File: src/rtl/watch_pkg.sv
`default_nettype none
// ============================================================================
//  Module   : watch_pkg
//  Purpose  : Shared definitions for the stopwatch preset editor: editor
//             state encoding, digit count, per-digit wrap limits and the
//             bit positions of each BCD field inside the 24-bit preset.
//  Ports    : none (package)
//  Revision : 1.0 - initial release
// ============================================================================
package watch_pkg;

    typedef enum logic [1:0] {
        ST_IDLE   = 2'd0,
        ST_EDIT   = 2'd1,
        ST_COMMIT = 2'd2
    } state_t;

    localparam int         DIGITS     = 6;
    localparam int         DIGIT_W    = 4;
    localparam logic [2:0] CURSOR_TOP = 3'd5;

    // Highest legal value of each digit, digit 5 (min tens) down to digit 0.
    localparam logic [3:0] LIMIT_MIN_TENS  = 4'd5;
    localparam logic [3:0] LIMIT_MIN_UNITS = 4'd9;
    localparam logic [3:0] LIMIT_SEC_TENS  = 4'd5;
    localparam logic [3:0] LIMIT_SEC_UNITS = 4'd9;
    localparam logic [3:0] LIMIT_TENTHS    = 4'd9;
    localparam logic [3:0] LIMIT_HUNDREDS  = 4'd9;

    // Least-significant bit of each field within the preset word.
    localparam int LSB_MIN_TENS  = 20;
    localparam int LSB_MIN_UNITS = 16;
    localparam int LSB_SEC_TENS  = 12;
    localparam int LSB_SEC_UNITS = 8;
    localparam int LSB_TENTHS    = 4;
    localparam int LSB_HUNDREDS  = 0;

    function automatic logic [3:0] digit_limit(input int idx);
        case (idx)
            5:       return LIMIT_MIN_TENS;
            4:       return LIMIT_MIN_UNITS;
            3:       return LIMIT_SEC_TENS;
            2:       return LIMIT_SEC_UNITS;
            1:       return LIMIT_TENTHS;
            default: return LIMIT_HUNDREDS;
        endcase
    endfunction

    function automatic int digit_lsb(input int idx);
        case (idx)
            5:       return LSB_MIN_TENS;
            4:       return LSB_MIN_UNITS;
            3:       return LSB_SEC_TENS;
            2:       return LSB_SEC_UNITS;
            1:       return LSB_TENTHS;
            default: return LSB_HUNDREDS;
        endcase
    endfunction

endpackage
`default_nettype wire

File: src/rtl/key_debounce.sv
`default_nettype none
// ============================================================================
//  Module   : key_debounce
//  Purpose  : Conditions one raw push-button: 2-FF synchronizer, counting
//             debouncer and rising-edge detector producing a one-cycle press.
//  Ports    : clk   - clock
//             rst   - asynchronous active-high reset
//             raw   - raw button level, asynchronous, 1 = pressed
//             press - one-cycle pulse on each debounced press
//  Revision : 1.0 - initial release
// ============================================================================
module key_debounce #(
    parameter int DEBOUNCE_CYCLES = 1_000_000
) (
    input  logic clk,
    input  logic rst,
    input  logic raw,
    output logic press
);

    localparam int c_CNT_W = $clog2(DEBOUNCE_CYCLES + 1);

    logic               r_sync1;
    logic               r_sync2;
    logic               r_level;
    logic               r_level_q;
    logic [c_CNT_W-1:0] r_cnt;

    always_ff @(posedge clk or posedge rst) begin
        if (rst) begin
            r_sync1   <= 1'b0;
            r_sync2   <= 1'b0;
            r_level   <= 1'b0;
            r_level_q <= 1'b0;
            r_cnt     <= '0;
        end else begin
            r_sync1   <= raw;
            r_sync2   <= r_sync1;
            r_level_q <= r_level;
            // The count only survives while the synced input disagrees with
            // the debounced level; any agreeing sample restarts the wait.
            if (r_sync2 == r_level) begin
                r_cnt <= '0;
            end else if (r_cnt == c_CNT_W'(DEBOUNCE_CYCLES)) begin
                r_level <= r_sync2;
                r_cnt   <= '0;
            end else begin
                r_cnt <= r_cnt + 1'b1;
            end
        end
    end

    assign press = r_level & ~r_level_q;

endmodule
`default_nettype wire

File: src/rtl/preset_entry.sv
`default_nettype none
// ============================================================================
//  Module   : preset_entry
//  Purpose  : Keypad preset editor. Three debounced keys walk a cursor over
//             six BCD digits, increment the selected digit within its legal
//             range, and commit the value with a one-cycle load strobe.
//  Ports    : clk_50Mhz   - clock
//             rst         - asynchronous active-high reset
//             key_sel     - raw select key (cursor / enter edit)
//             key_inc     - raw increment key
//             key_ok      - raw confirm key
//             preset      - 24-bit BCD preset mm:ss.hh
//             load        - one-cycle commit strobe
//             edit_active - high while editing
//             cursor      - digit under edit, 5 = [23:20] .. 0 = [3:0]
//  Revision : 1.0 - initial release
// ============================================================================
module preset_entry
    import watch_pkg::*;
#(
    parameter int DEBOUNCE_CYCLES = 1_000_000
) (
    input  logic        clk_50Mhz,
    input  logic        rst,
    input  logic        key_sel,
    input  logic        key_inc,
    input  logic        key_ok,
    output logic [23:0] preset,
    output logic        load,
    output logic        edit_active,
    output logic [2:0]  cursor
);

    logic w_sel_p;
    logic w_inc_p;
    logic w_ok_p;

    key_debounce #(.DEBOUNCE_CYCLES(DEBOUNCE_CYCLES)) u_db_sel (
        .clk   (clk_50Mhz),
        .rst   (rst),
        .raw   (key_sel),
        .press (w_sel_p)
    );

    key_debounce #(.DEBOUNCE_CYCLES(DEBOUNCE_CYCLES)) u_db_inc (
        .clk   (clk_50Mhz),
        .rst   (rst),
        .raw   (key_inc),
        .press (w_inc_p)
    );

    key_debounce #(.DEBOUNCE_CYCLES(DEBOUNCE_CYCLES)) u_db_ok (
        .clk   (clk_50Mhz),
        .rst   (rst),
        .raw   (key_ok),
        .press (w_ok_p)
    );

    state_t      r_state;
    state_t      w_state_nxt;
    logic [2:0]  r_cursor;
    logic [2:0]  w_cursor_nxt;
    logic [23:0] r_preset;
    logic [23:0] w_preset_nxt;

    always_ff @(posedge clk_50Mhz or posedge rst) begin
        if (rst) begin
            r_state  <= ST_IDLE;
            r_cursor <= CURSOR_TOP;
            r_preset <= '0;
        end else begin
            r_state  <= w_state_nxt;
            r_cursor <= w_cursor_nxt;
            r_preset <= w_preset_nxt;
        end
    end

    always_comb begin
        w_state_nxt  = r_state;
        w_cursor_nxt = r_cursor;
        w_preset_nxt = r_preset;
        case (r_state)
            ST_IDLE: begin
                if (w_sel_p) begin
                    w_state_nxt  = ST_EDIT;
                    w_cursor_nxt = CURSOR_TOP;
                end
            end
            ST_EDIT: begin
                // ok outranks sel outranks inc; losers are simply dropped.
                if (w_ok_p) begin
                    w_state_nxt = ST_COMMIT;
                end else if (w_sel_p) begin
                    w_cursor_nxt = (r_cursor == 3'd0) ? CURSOR_TOP : r_cursor - 3'd1;
                end else if (w_inc_p) begin
                    for (int i = 0; i < DIGITS; i++) begin
                        if (r_cursor == 3'(i)) begin
                            // >= keeps a digit legal even if it were ever out of range.
                            if (r_preset[digit_lsb(i) +: DIGIT_W] >= digit_limit(i)) begin
                                w_preset_nxt[digit_lsb(i) +: DIGIT_W] = 4'd0;
                            end else begin
                                w_preset_nxt[digit_lsb(i) +: DIGIT_W] =
                                    r_preset[digit_lsb(i) +: DIGIT_W] + 4'd1;
                            end
                        end
                    end
                end
            end
            ST_COMMIT: begin
                w_state_nxt = ST_IDLE;
            end
            default: begin
                w_state_nxt = ST_IDLE;
            end
        endcase
    end

    assign preset      = r_preset;
    assign cursor      = r_cursor;
    assign load        = (r_state == ST_COMMIT);
    assign edit_active = (r_state == ST_EDIT);

endmodule
`default_nettype wire
File: config.mk
export PLATFORM = sky130hd
export DESIGN_NAME = preset_entry
export DESIGN_NICKNAME = d
export VERILOG_FILES = /design/src/rtl/watch_pkg.sv /design/src/rtl/key_debounce.sv /design/src/rtl/preset_entry.sv
export SDC_FILE = /design/constraint.sdc
export NUM_CORES = 1
export LEC_CHECK = 0
export CORE_MARGIN = 10
export CORE_UTILIZATION = 30
export CTS_CLUSTER_DIAMETER = 30
export DETAILED_ROUTE_END_ITERATION = 10
export PLACE_DENSITY_LB_ADDON = 0.1
export SLEW_MARGIN = 10
export SYNTH_ARGS = -nofsm -noshare
export SYNTH_HDL_FRONTEND = slang
export SYNTH_SLANG_ARGS = --single-unit
File: constraint.sdc
create_clock -name clk_50Mhz -period 4.7 [get_ports clk_50Mhz]
set_clock_uncertainty 0.15 [all_clocks]
set_input_delay 0.705 -clock clk_50Mhz [delete_from_list [all_inputs] [get_ports clk_50Mhz]]
set_output_delay 0.705 -clock clk_50Mhz [all_outputs]
set_load 0.01 [all_outputs]
==> out/results.ini, run 1 <==
[sta]
rsz0062_at_grt = false
tns_ns = 0
fin_crit_sh_pct = 54.16
max_slew_margin_pct = 31.66
setup_viol = 0
tightestPinTransition_ns = 1.025
period_needed_ns = 2.545
finalHoldViolations = 0
final-max-slew-violation-count = 0
fmax_mhz = 392.9
fin_hold_ws_ns = 0.2154

[cells_and_area]
layout-drive-gt1-share_pct = 6.597
multiInputGateArea_um2 = 2524
fin_area_um2 = 6175
nets = 600
final_core_util_pct = 35.82
seqCellArea_um2 = 2530
fillers = 1715
diodes = 0
syn_to_final_growth_pct = 17.42

[drt]
finalWirelength_mm = 10.95
antenna_left = 0
drt-initial-drc-count = 258
drc = 0
wl_per_cell_um = 13.67
wl_met3_um = 491
first_pass_iters = 5
wl_met2_mm = 4.998
met1Wirelength_mm = 5.326
num_vias = 3967
top_layer = met4
routed_via_density = 4.953

[global_routing]
first_global_vias = 3973
track_usage_pct = 9.858
grt_antenna_before_repair = 0
grt_pass1_wl_mm = 19.53
grt_remaining_overflow = 0
grt_start_max_net_pins = 83

[status]
status = complete, no violations

[clock_network]
cts_max_level = 3
cts.clk_slew.worst_paths_ns = 0.07
cts_resized = 0
clockBufferDepth = 2
cts_root_buf = clkbuf_16
numCtsBuffers = 9
clock_latency_ns = 0.35
cts.sinks = 101
cts_setup_buffers = 0
tritoncts = built
postCtsHoldBufs = 0

[synth]
synth_edf_count = 0
synth_top_area_share_pct = 47.11
synthCells = 539
synth_seq_cells = 101
synth-main-ff-cell = dfrtp_1
synth.most_common_cell = dfrtp_1
syn_area_um2 = 5259
synth.avg_cell_area_um2 = 9.757
synthDistinctLibCells = 54
yosys_warnings = 0
ys_seq_area_share_pct = 48.11
synth_top_area_cell = dfrtp_1
synthTopCellsByArea = dfrtp_1, ha_1, xnor2_1
synthTopCellsByCount = dfrtp_1, nor2_1, inv_1, nand2_1, o21ai_0
synth_fp_nets = 568
synthArstFlopShare_pct = 100.0

[floorplanning]
die_w_um = 152.4
rows = 48
start_util_pct = 30.51
dieHeight_um = 152.4
pin_count = 34
coreArea_um2 = 17240
dieArea_um2 = 23230

[worst_setup_path]
crit_chain = clkdlybuf4s50_1
required_ns = 3.85
arrival_ns = 1.69
cp-end-kind = output pin
ff2ff_path_depth = 4
path_max_fanout = 19
crit_type = reg2out
path_buf_inv = 1
slowest_stage = dfstp_2
worst-path-stages = 1
crit_path_start_kind = flip-flop
cp-endpoint = cursor[0]
r2r-start = u_db_ok.r_level$_DFFE_PP0P_
r2r-end = preset[11]$_DFFE_PP0P_
crit_start = cursor[0]$_DFFE_PP1P_
critPathTopFamily = flip-flops
cpPeakStageDelay_ns = 0.73
rrSetupSlack_ns = 2.28

[hold_path]
hold_depth = 0
timing.hold.worst.class = reg2reg

[place]
dp_hpwl_mm = 7.499
place_area_um2 = 5848
io_buffer_count = 33
gp_congestion = 0.7596

[pwr]
pwr-share-seq_pct = 50.6
combPwrFrac_pct = 2.8
p_switching_uw = 379.2
sw_frac_of_total_pct = 21.62
ir_drop_mv = 0.1692
p_per_area_nw_per_um2 = 284.1
power_frac_clock_pct = 46.6
internal-power_mw = 1.375
static-leakage-power_nw = 2.529

[job]
drv_cap = 0

==> cell type report <==
cell class                 count  area share (%)
timing repair buffer          38           5.957
tap                          225           4.559
sequential                   101           40.97
clock buffer                  11           3.931
multi-input combinational    383           40.87
inverter                      38           2.351
clock inverter                 5           1.358
==> metal layers <==
| layer | vias to the layer above | GRT usage, % |
|---|---|---|
| met4 | 0 | 3.210 |
| met1 | 1925 | 12.81 |
| met2 | 67 | 15.15 |
| met5 | - | 0 |
| met3 | 10 | 3.133 |
| li1 | 1965 | - |
==> layout by cell type, fill, tap and decap left out, types with 8 or more instances in the layout <==
cell type / n
o21ai_0: 30
clkdlybuf4s50_1: 33
nand3_1: 22
ha_1: 24
a21oi_1: 19
o31ai_1: 14
nor2_1: 61
nand4_1: 20
dfrtp_1: 99
nor4_1: 11
nand2b_1: 9
clkbuf_16: 9
or4_1: 12
or3_1: 8
nor3_1: 9
xor2_1: 16
xnor2_1: 27
inv_1: 37
nand2_1: 31
==> how the worst min path moves through the flow <==
stage	endpoint	startpoint	slack, ns
final	u_db_ok.r_sync2$_DFF_PP0_	u_db_ok.r_sync1$_DFF_PP0_	0.22
after global routing	u_db_ok.r_sync2$_DFF_PP0_	u_db_ok.r_sync1$_DFF_PP0_	0.22
after CTS	u_db_ok.r_sync2$_DFF_PP0_	u_db_ok.r_sync1$_DFF_PP0_	0.22
after detailed placement	u_db_ok.r_sync2$_DFF_PP0_	u_db_ok.r_sync1$_DFF_PP0_	0.21
after global placement	u_db_ok.r_sync2$_DFF_PP0_	u_db_ok.r_sync1$_DFF_PP0_	0.23
after floorplan	u_db_inc.r_sync2$_DFF_PP0_	u_db_inc.r_sync1$_DFF_PP0_	0.18
==> stage by stage <==
step | power, mW | worst slack [ns] | cells
5_1_grt | 1.837 | 2.046 | 801
2_1_floorplan | 0.9375 | 1.201 | 539
6_report | 1.754 | 2.155 | 801
3_3_place_gp | 0.9561 | 2.238 | 785
4_1_cts | 1.796 | 2.118 | 801
3_5_place_dp | 0.9572 | 2.224 | 785
==> power groups by stage <==
stage | registers (mW) | logic, mW | clock network [mW]
6_report | 0.888 | 0.0496 | 0.817
2_1_floorplan | 0.900 | 0.0373 | 0
4_1_cts | 0.887 | 0.0531 | 0.856
3_5_place_dp | 0.904 | 0.0527 | 0
3_3_place_gp | 0.904 | 0.0520 | 0
5_1_grt | 0.889 | 0.0598 | 0.888
==> sequential cells by signal, indices dropped and copies added (netlist names) <==
name,cells
cursor,3
preset,24
r_state,2
u_db_inc.r_cnt,20
u_db_inc.r_level,1
u_db_inc.r_level_q,1
u_db_inc.r_sync1,1
u_db_inc.r_sync2,1
u_db_ok.r_cnt,20
u_db_ok.r_level,1
u_db_ok.r_level_q,1
u_db_ok.r_sync1,1
u_db_ok.r_sync2,1
u_db_sel.r_cnt,20
u_db_sel.r_level,1
u_db_sel.r_level_q,1
u_db_sel.r_sync1,1
u_db_sel.r_sync2,1
==> logic make-up (layout without fill, tap and decap cells) <==
kind of cell,count (synthesis),after routing,share of synthesized area (%)
fa+ha+maj,24,24,5.710
buf+inv,55,92,4.045
simple gates,224,224,23.63
xor+xnor,43,43,7.162
mux,8,8,1.618
compound gates,84,84,9.731
flops,101,101,48.11
(Power assumes the default switching activity.)
==> run 2, diff against run 1 <==
Clock period 4.7 ns to 2.5 ns, I/O delays scaled along.
==> run 2 against run 1 <==
Final area increased by 1.2%; core utilization grew 0.44 points; sequential share of layout area decreased by 0.49 points; first-iteration DRC count shrank 26%; count of clock-buffer cells in the layout fell by 2; worst setup slack lost 1.9 ns; wire length is 3.7% higher; non-clock buffer count up 10; global-route usage is 0.15 points higher; hold slack got worse by 0.0029 ns; clock power up 76%; largest power group unchanged.
==> out/results.ini, run 2 (synthesis results as in run 1) <==
[status]
status = complete, no violations

[clock_network]
tritoncts = built
cts_resized = 0  ; unchanged
cts_setup_buffers = 0  ; unchanged
cts.clk_slew.worst_paths_ns = 0.07  ; about the same
cts.sinks = 101  ; unchanged
numCtsBuffers = 9  ; unchanged
cts_max_level = 3  ; unchanged
postCtsHoldBufs = 0  ; unchanged
clock_latency_ns = 0.35  ; about the same
cts_root_buf = clkbuf_16
clockBufferDepth = 2  ; unchanged

[floorplanning]
dieHeight_um = 152.4  ; unchanged
pin_count = 34  ; unchanged
rows = 48  ; unchanged
coreArea_um2 = 17240  ; unchanged
start_util_pct = 30.51  ; unchanged
dieArea_um2 = 23230  ; unchanged
die_w_um = 152.4  ; unchanged

[drt]
first_pass_iters = 4  ; -1
drt-initial-drc-count = 190  ; -26%
routed_via_density = 4.904  ; -0.98%
wl_per_cell_um = 14.00  ; +2.4%
drc = 0  ; unchanged
num_vias = 3977  ; +0.25%
finalWirelength_mm = 11.35  ; +3.7%
antenna_left = 0  ; unchanged

[sta]
final-max-slew-violation-count = 0  ; unchanged
max_slew_margin_pct = 60.90  ; +29 points
fin_hold_ws_ns = 0.2125  ; -0.002890 ns
fmax_mhz = 443.3
fin_crit_sh_pct = 90.23
period_needed_ns = 2.256
tns_ns = 0  ; unchanged
layout_setup_ws_ns = 0.2442  ; -1.910 ns
setup_viol = 0  ; unchanged
rsz0062_at_grt = false
finalHoldViolations = 0  ; unchanged
tightestPinTransition_ns = 0.5852  ; -0.4399 ns

[global_routing]
grt_antenna_before_repair = 0  ; unchanged
track_usage_pct = 10.01  ; +0.15 points
grt_remaining_overflow = 0  ; unchanged
grt_start_max_net_pins = 41  ; -51%
grt_pass1_wl_mm = 19.86  ; +1.7%
first_global_vias = 3956  ; -0.43%

[cells_and_area]
nets = 610  ; +1.7%
largest_reg_flops = 24  ; unchanged
fin_area_um2 = 6250  ; +1.2%
layout_commonest_cell = dfrtp_1
layout-drive-gt1-share_pct = 8.362  ; +1.8 points
final_cell_mix = dfrtp_1, nor2_1, inv_1
finalNonFillerCells = 811  ; +1.2%
diodes = 0  ; unchanged
syn_to_final_growth_pct = 18.84
final_core_util_pct = 36.26  ; +0.44 points

[place]
gp_congestion = 0.8089  ; +6.5%
dp_cells = 795  ; +1.3%
dp_hpwl_mm = 8.003  ; +6.7%
place_worst_setup_slack_ns = 0.2749  ; -1.949 ns
io_buffer_count = 33  ; unchanged
place_area_um2 = 5949  ; +1.7%

[pwr]
p_per_area_nw_per_um2 = 513.6  ; +81%
static-leakage-power_nw = 2.579  ; +2.0%
power_mw = 3.210  ; +83%
ir_drop_mv = 0.3330  ; +97%

[job]
drv_cap = 0  ; unchanged

[worst_setup_path]
ff2ff_path_depth = 4  ; unchanged
cp-end-kind = flip-flop
crit_path_start_kind = flip-flop
arrival_ns = 2.38  ; +0.69 ns
crit_type = reg2reg
path_max_fanout = 9  ; -10
required_ns = 2.63  ; -1.22 ns

[hold_path]
hold_depth = 0  ; unchanged
timing.hold.worst.class = reg2reg

## run 2: cell count changes in the layout (fill, tap and decap cells not counted), sizes merged
cell	delta
clkbuf	-2
bufinv	-1
clkinv	+4
buf	+10
clkinvlp	-1
## run 2: final timing paths
kind	startpoint	to	slack, ns
min	u_db_sel.r_sync1$_DFF_PP0_	u_db_sel.r_sync2$_DFF_PP0_	0.21
max	u_db_ok.r_cnt[2]$_DFF_PP0_	u_db_ok.r_cnt[17]$_DFF_PP0_	0.24
min in group asynchronous	rst	u_db_sel.r_cnt[8]$_DFF_PP0_	0.29
min reg2reg	u_db_sel.r_sync1$_DFF_PP0_	u_db_sel.r_sync2$_DFF_PP0_	0.21
max in group asynchronous	rst	preset[15]$_DFFE_PP0P_	1.31
max reg2reg	u_db_ok.r_cnt[2]$_DFF_PP0_	u_db_ok.r_cnt[17]$_DFF_PP0_	0.24
## run 2: worst max-delay path, stage by stage (launching register included)
cell and delay (ns):
dfrtp_1 0.43, and4_1 0.28, or4b_1 0.60, or4b_4 0.57, a21oi_2 0.15
## run 2: layout make-up
type / count / area [um^2]
Inverter: 38 / 146.4
Clock inverter: 7 / 75.07
Multi-Input combinational cell: 383 / 2524
Clock buffer: 9 / 225.2
Fill cell: 1706 / 10990
Tap cell: 225 / 281.5
Timing Repair Buffer: 48 / 467.9
Sequential cell: 101 / 2530
## run 2: where the power goes
part	internal, mW	total (mW)	switching, mW	leakage [nW]
Sequential	1.65	1.67	0.0187	1.38
Clock	0.782	1.44	0.654	0.150
Combinational	0.0361	0.105	0.0688	1.05
Total	2.47	3.21	0.742	2.58
## run 2: routing by layer
layer	global-route usage (%)	vias up	wire length, um
li1	-	1992	-
met1	13.45	1932	5762
met2	15.28	44	5059
met3	2.512	9	395
met4	3.301	0	136
met5	0	-	0
==> run 3, diff against run 2 <==
Settings changed: CELL_PAD_IN_SITES_DETAIL_PLACEMENT set to 1, CELL_PAD_IN_SITES_GLOBAL_PLACEMENT set to 1, CORE_MARGIN 10 to 2.
==> run 3 against run 2 <==
Worst setup slack worse by 0.047 ns; clock power about the same; first-iteration DRC count down 39%; largest power group unchanged.
==> out/results.ini, run 3 (synthesis results as in run 1) <==
[cells_and_area]
diodes = 0  ; unchanged
finalNonFillerCells = 809  ; -0.25%
layout_commonest_cell = dfrtp_1
final_core_util_pct = 36.08  ; -0.18 points
nets = 608  ; -0.33%
final_cell_mix = dfrtp_1, nor2_1, inv_1
largest_reg_flops = 24  ; unchanged
layout-drive-gt1-share_pct = 8.048  ; -0.31 points
fillers = 1927  ; +13%
syn_to_final_growth_pct = 18.25

[sta]
fin_crit_sh_pct = 92.13  ; +1.9 points
fmax_mhz = 434.2  ; -2.1%
tightestPinTransition_ns = 0.5781  ; -0.007164 ns
setup_viol = 0  ; unchanged
rsz0062_at_grt = false
final-max-slew-violation-count = 0  ; unchanged
finalHoldViolations = 0  ; unchanged
tns_ns = 0  ; unchanged
period_needed_ns = 2.303  ; +0.04747 ns
max_slew_margin_pct = 61.13  ; +0.23 points

[pwr]
power_frac_clock_pct = 45.0  ; +0.2 points
combPwrFrac_pct = 3.1  ; -0.2 points
internal-power_mw = 2.465  ; -0.11%
static-leakage-power_nw = 2.564  ; -0.55%
p_switching_uw = 749.9  ; +1.1%
ir_drop_mv = 0.3255  ; -2.3%
p_per_area_nw_per_um2 = 517.0  ; +0.67%
pwr-share-seq_pct = 51.9  ; about the same
sw_frac_of_total_pct = 23.32  ; +0.21 points

[worst_setup_path]
cpPeakStageDelay_ns = 0.71  ; +0.11 ns
cp-end-kind = flip-flop
arrival_ns = 2.44  ; +0.06 ns
r2r-start = u_db_ok.r_cnt[4]$_DFF_PP0_
crit_type = reg2reg
required_ns = 2.63  ; about the same
path_max_fanout = 9  ; unchanged
crit_path_start_kind = flip-flop
crit_start = u_db_ok.r_cnt[4]$_DFF_PP0_
crit_chain = nand4_4, or4b_1, or4b_4, a21oi_2
slowest_stage = or4b_1

[hold_path]
timing.hold.worst.class = in2async

[place]
io_buffer_count = 33  ; unchanged
gp_congestion = 0.7496  ; -7.3%
dp_cells = 793  ; -0.25%
dp_hpwl_mm = 8.589  ; +7.3%

[drt]
wl_met3_um = 264  ; -33%
routed_via_density = 5.006  ; +2.1%
wl_per_cell_um = 15.18  ; +8.4%
wl_met2_mm = 5.928  ; +17%
antenna_left = 0  ; unchanged
first_pass_iters = 4  ; unchanged
met1Wirelength_mm = 5.916  ; +2.7%
drc = 0  ; unchanged
top_layer = met4
drt-initial-drc-count = 116  ; -39%
num_vias = 4050  ; +1.8%
finalWirelength_mm = 12.28  ; +8.1%

[floorplanning]
die_w_um = 136.4  ; -10%
dieHeight_um = 136.4  ; -10%
start_util_pct = 30.51  ; unchanged
pin_count = 34  ; unchanged
dieArea_um2 = 18610  ; -20%
rows = 48  ; unchanged
coreArea_um2 = 17240  ; unchanged

[global_routing]
grt_start_max_net_pins = 52  ; +27%
grt_antenna_before_repair = 0  ; unchanged
grt_pass1_wl_mm = 21.20  ; +6.8%
grt_remaining_overflow = 0  ; unchanged
first_global_vias = 4255  ; +7.6%
track_usage_pct = 14.28  ; +4.3 points

[clock_network]
cts_setup_buffers = 0  ; unchanged
cts_resized = 0  ; unchanged
numCtsBuffers = 9  ; unchanged
postCtsHoldBufs = 0  ; unchanged
tritoncts = built
cts.sinks = 101  ; unchanged
clockBufferDepth = 2  ; unchanged
cts_root_buf = clkbuf_16
cts_max_level = 3  ; unchanged
cts.clk_slew.worst_paths_ns = 0.07  ; about the same
clock_latency_ns = 0.35  ; about the same

[job]
drv_cap = 0  ; unchanged

[status]
status = complete, no violations

run 3: changes by cell type in the layout (fill, tap and decap cells not counted):
cell      previous run  this run
clkinv_2             2         3
buf_4               13        12
buf_12               2         1
inv_6                1         3
clkinv_4             3         0
run 3: through the flow:
stage	setup slack (ns)	hold WS, ns	area, um^2	total power, mW
after global placement	0.2802	0.2091	5922	1.804
after detailed placement	0.2215	0.2037	5922	1.808
final	0.1968	0.2050	6218	3.215
after floorplan	0.2860	0.1812	5263	1.763
after global routing	0.1192	0.2255	6218	3.362
after CTS	0.2024	0.2088	6218	3.285
run 3: layout make-up:
type / count / area [um^2] / share of cell area (%)
flip-flops and latches: 101 / 2530 / 40.68
multi-input cells: 383 / 2524 / 40.58
repair buffers: 46 / 440.4 / 7.082
well taps: 225 / 281.5 / 4.527
clock buffers: 9 / 225.2 / 3.622
inverters: 38 / 146.4 / 2.354
clock inverters: 7 / 71.32 / 1.147
run 3: routing by layer:
metal	up-vias	track usage [%]
li1	1981	-
met1	2028	18.69
met2	29	23.76
met3	12	2.946
met4	0	4.340
met5	-	0
run 3: power by group through the flow:
stage	combinational (mW)	clock [mW]	sequential, mW
3_5_place_dp	0.108	0	1.70
6_report	0.101	1.45	1.67
4_1_cts	0.108	1.51	1.67
5_1_grt	0.120	1.57	1.67
3_3_place_gp	0.105	0	1.70
2_1_floorplan	0.0705	0	1.69
run 3: critical path: cells and delay by family, from the launching register on:
kind	cells	cell delay (ns)
AO/OA/AOI/OAI	1	0.14
flip-flops	1	0.49
AND/OR/NAND/NOR	3	1.45
run 3: worst paths after layout:
kind / to / slack, ns / depth (start not counted)
min reg2reg: u_db_ok.r_sync2$_DFF_PP0_ / 0.22 / 0
min in group clk_50Mhz: u_db_ok.r_sync2$_DFF_PP0_ / 0.22 / 0
max in group asynchronous: u_db_inc.r_cnt[18]$_DFF_PP0_ / 1.22 / 3
max: u_db_ok.r_cnt[17]$_DFF_PP0_ / 0.20 / 4
max reg2reg: u_db_ok.r_cnt[17]$_DFF_PP0_ / 0.20 / 4
min: u_db_ok.r_cnt[12]$_DFF_PP0_ / 0.20 / 2
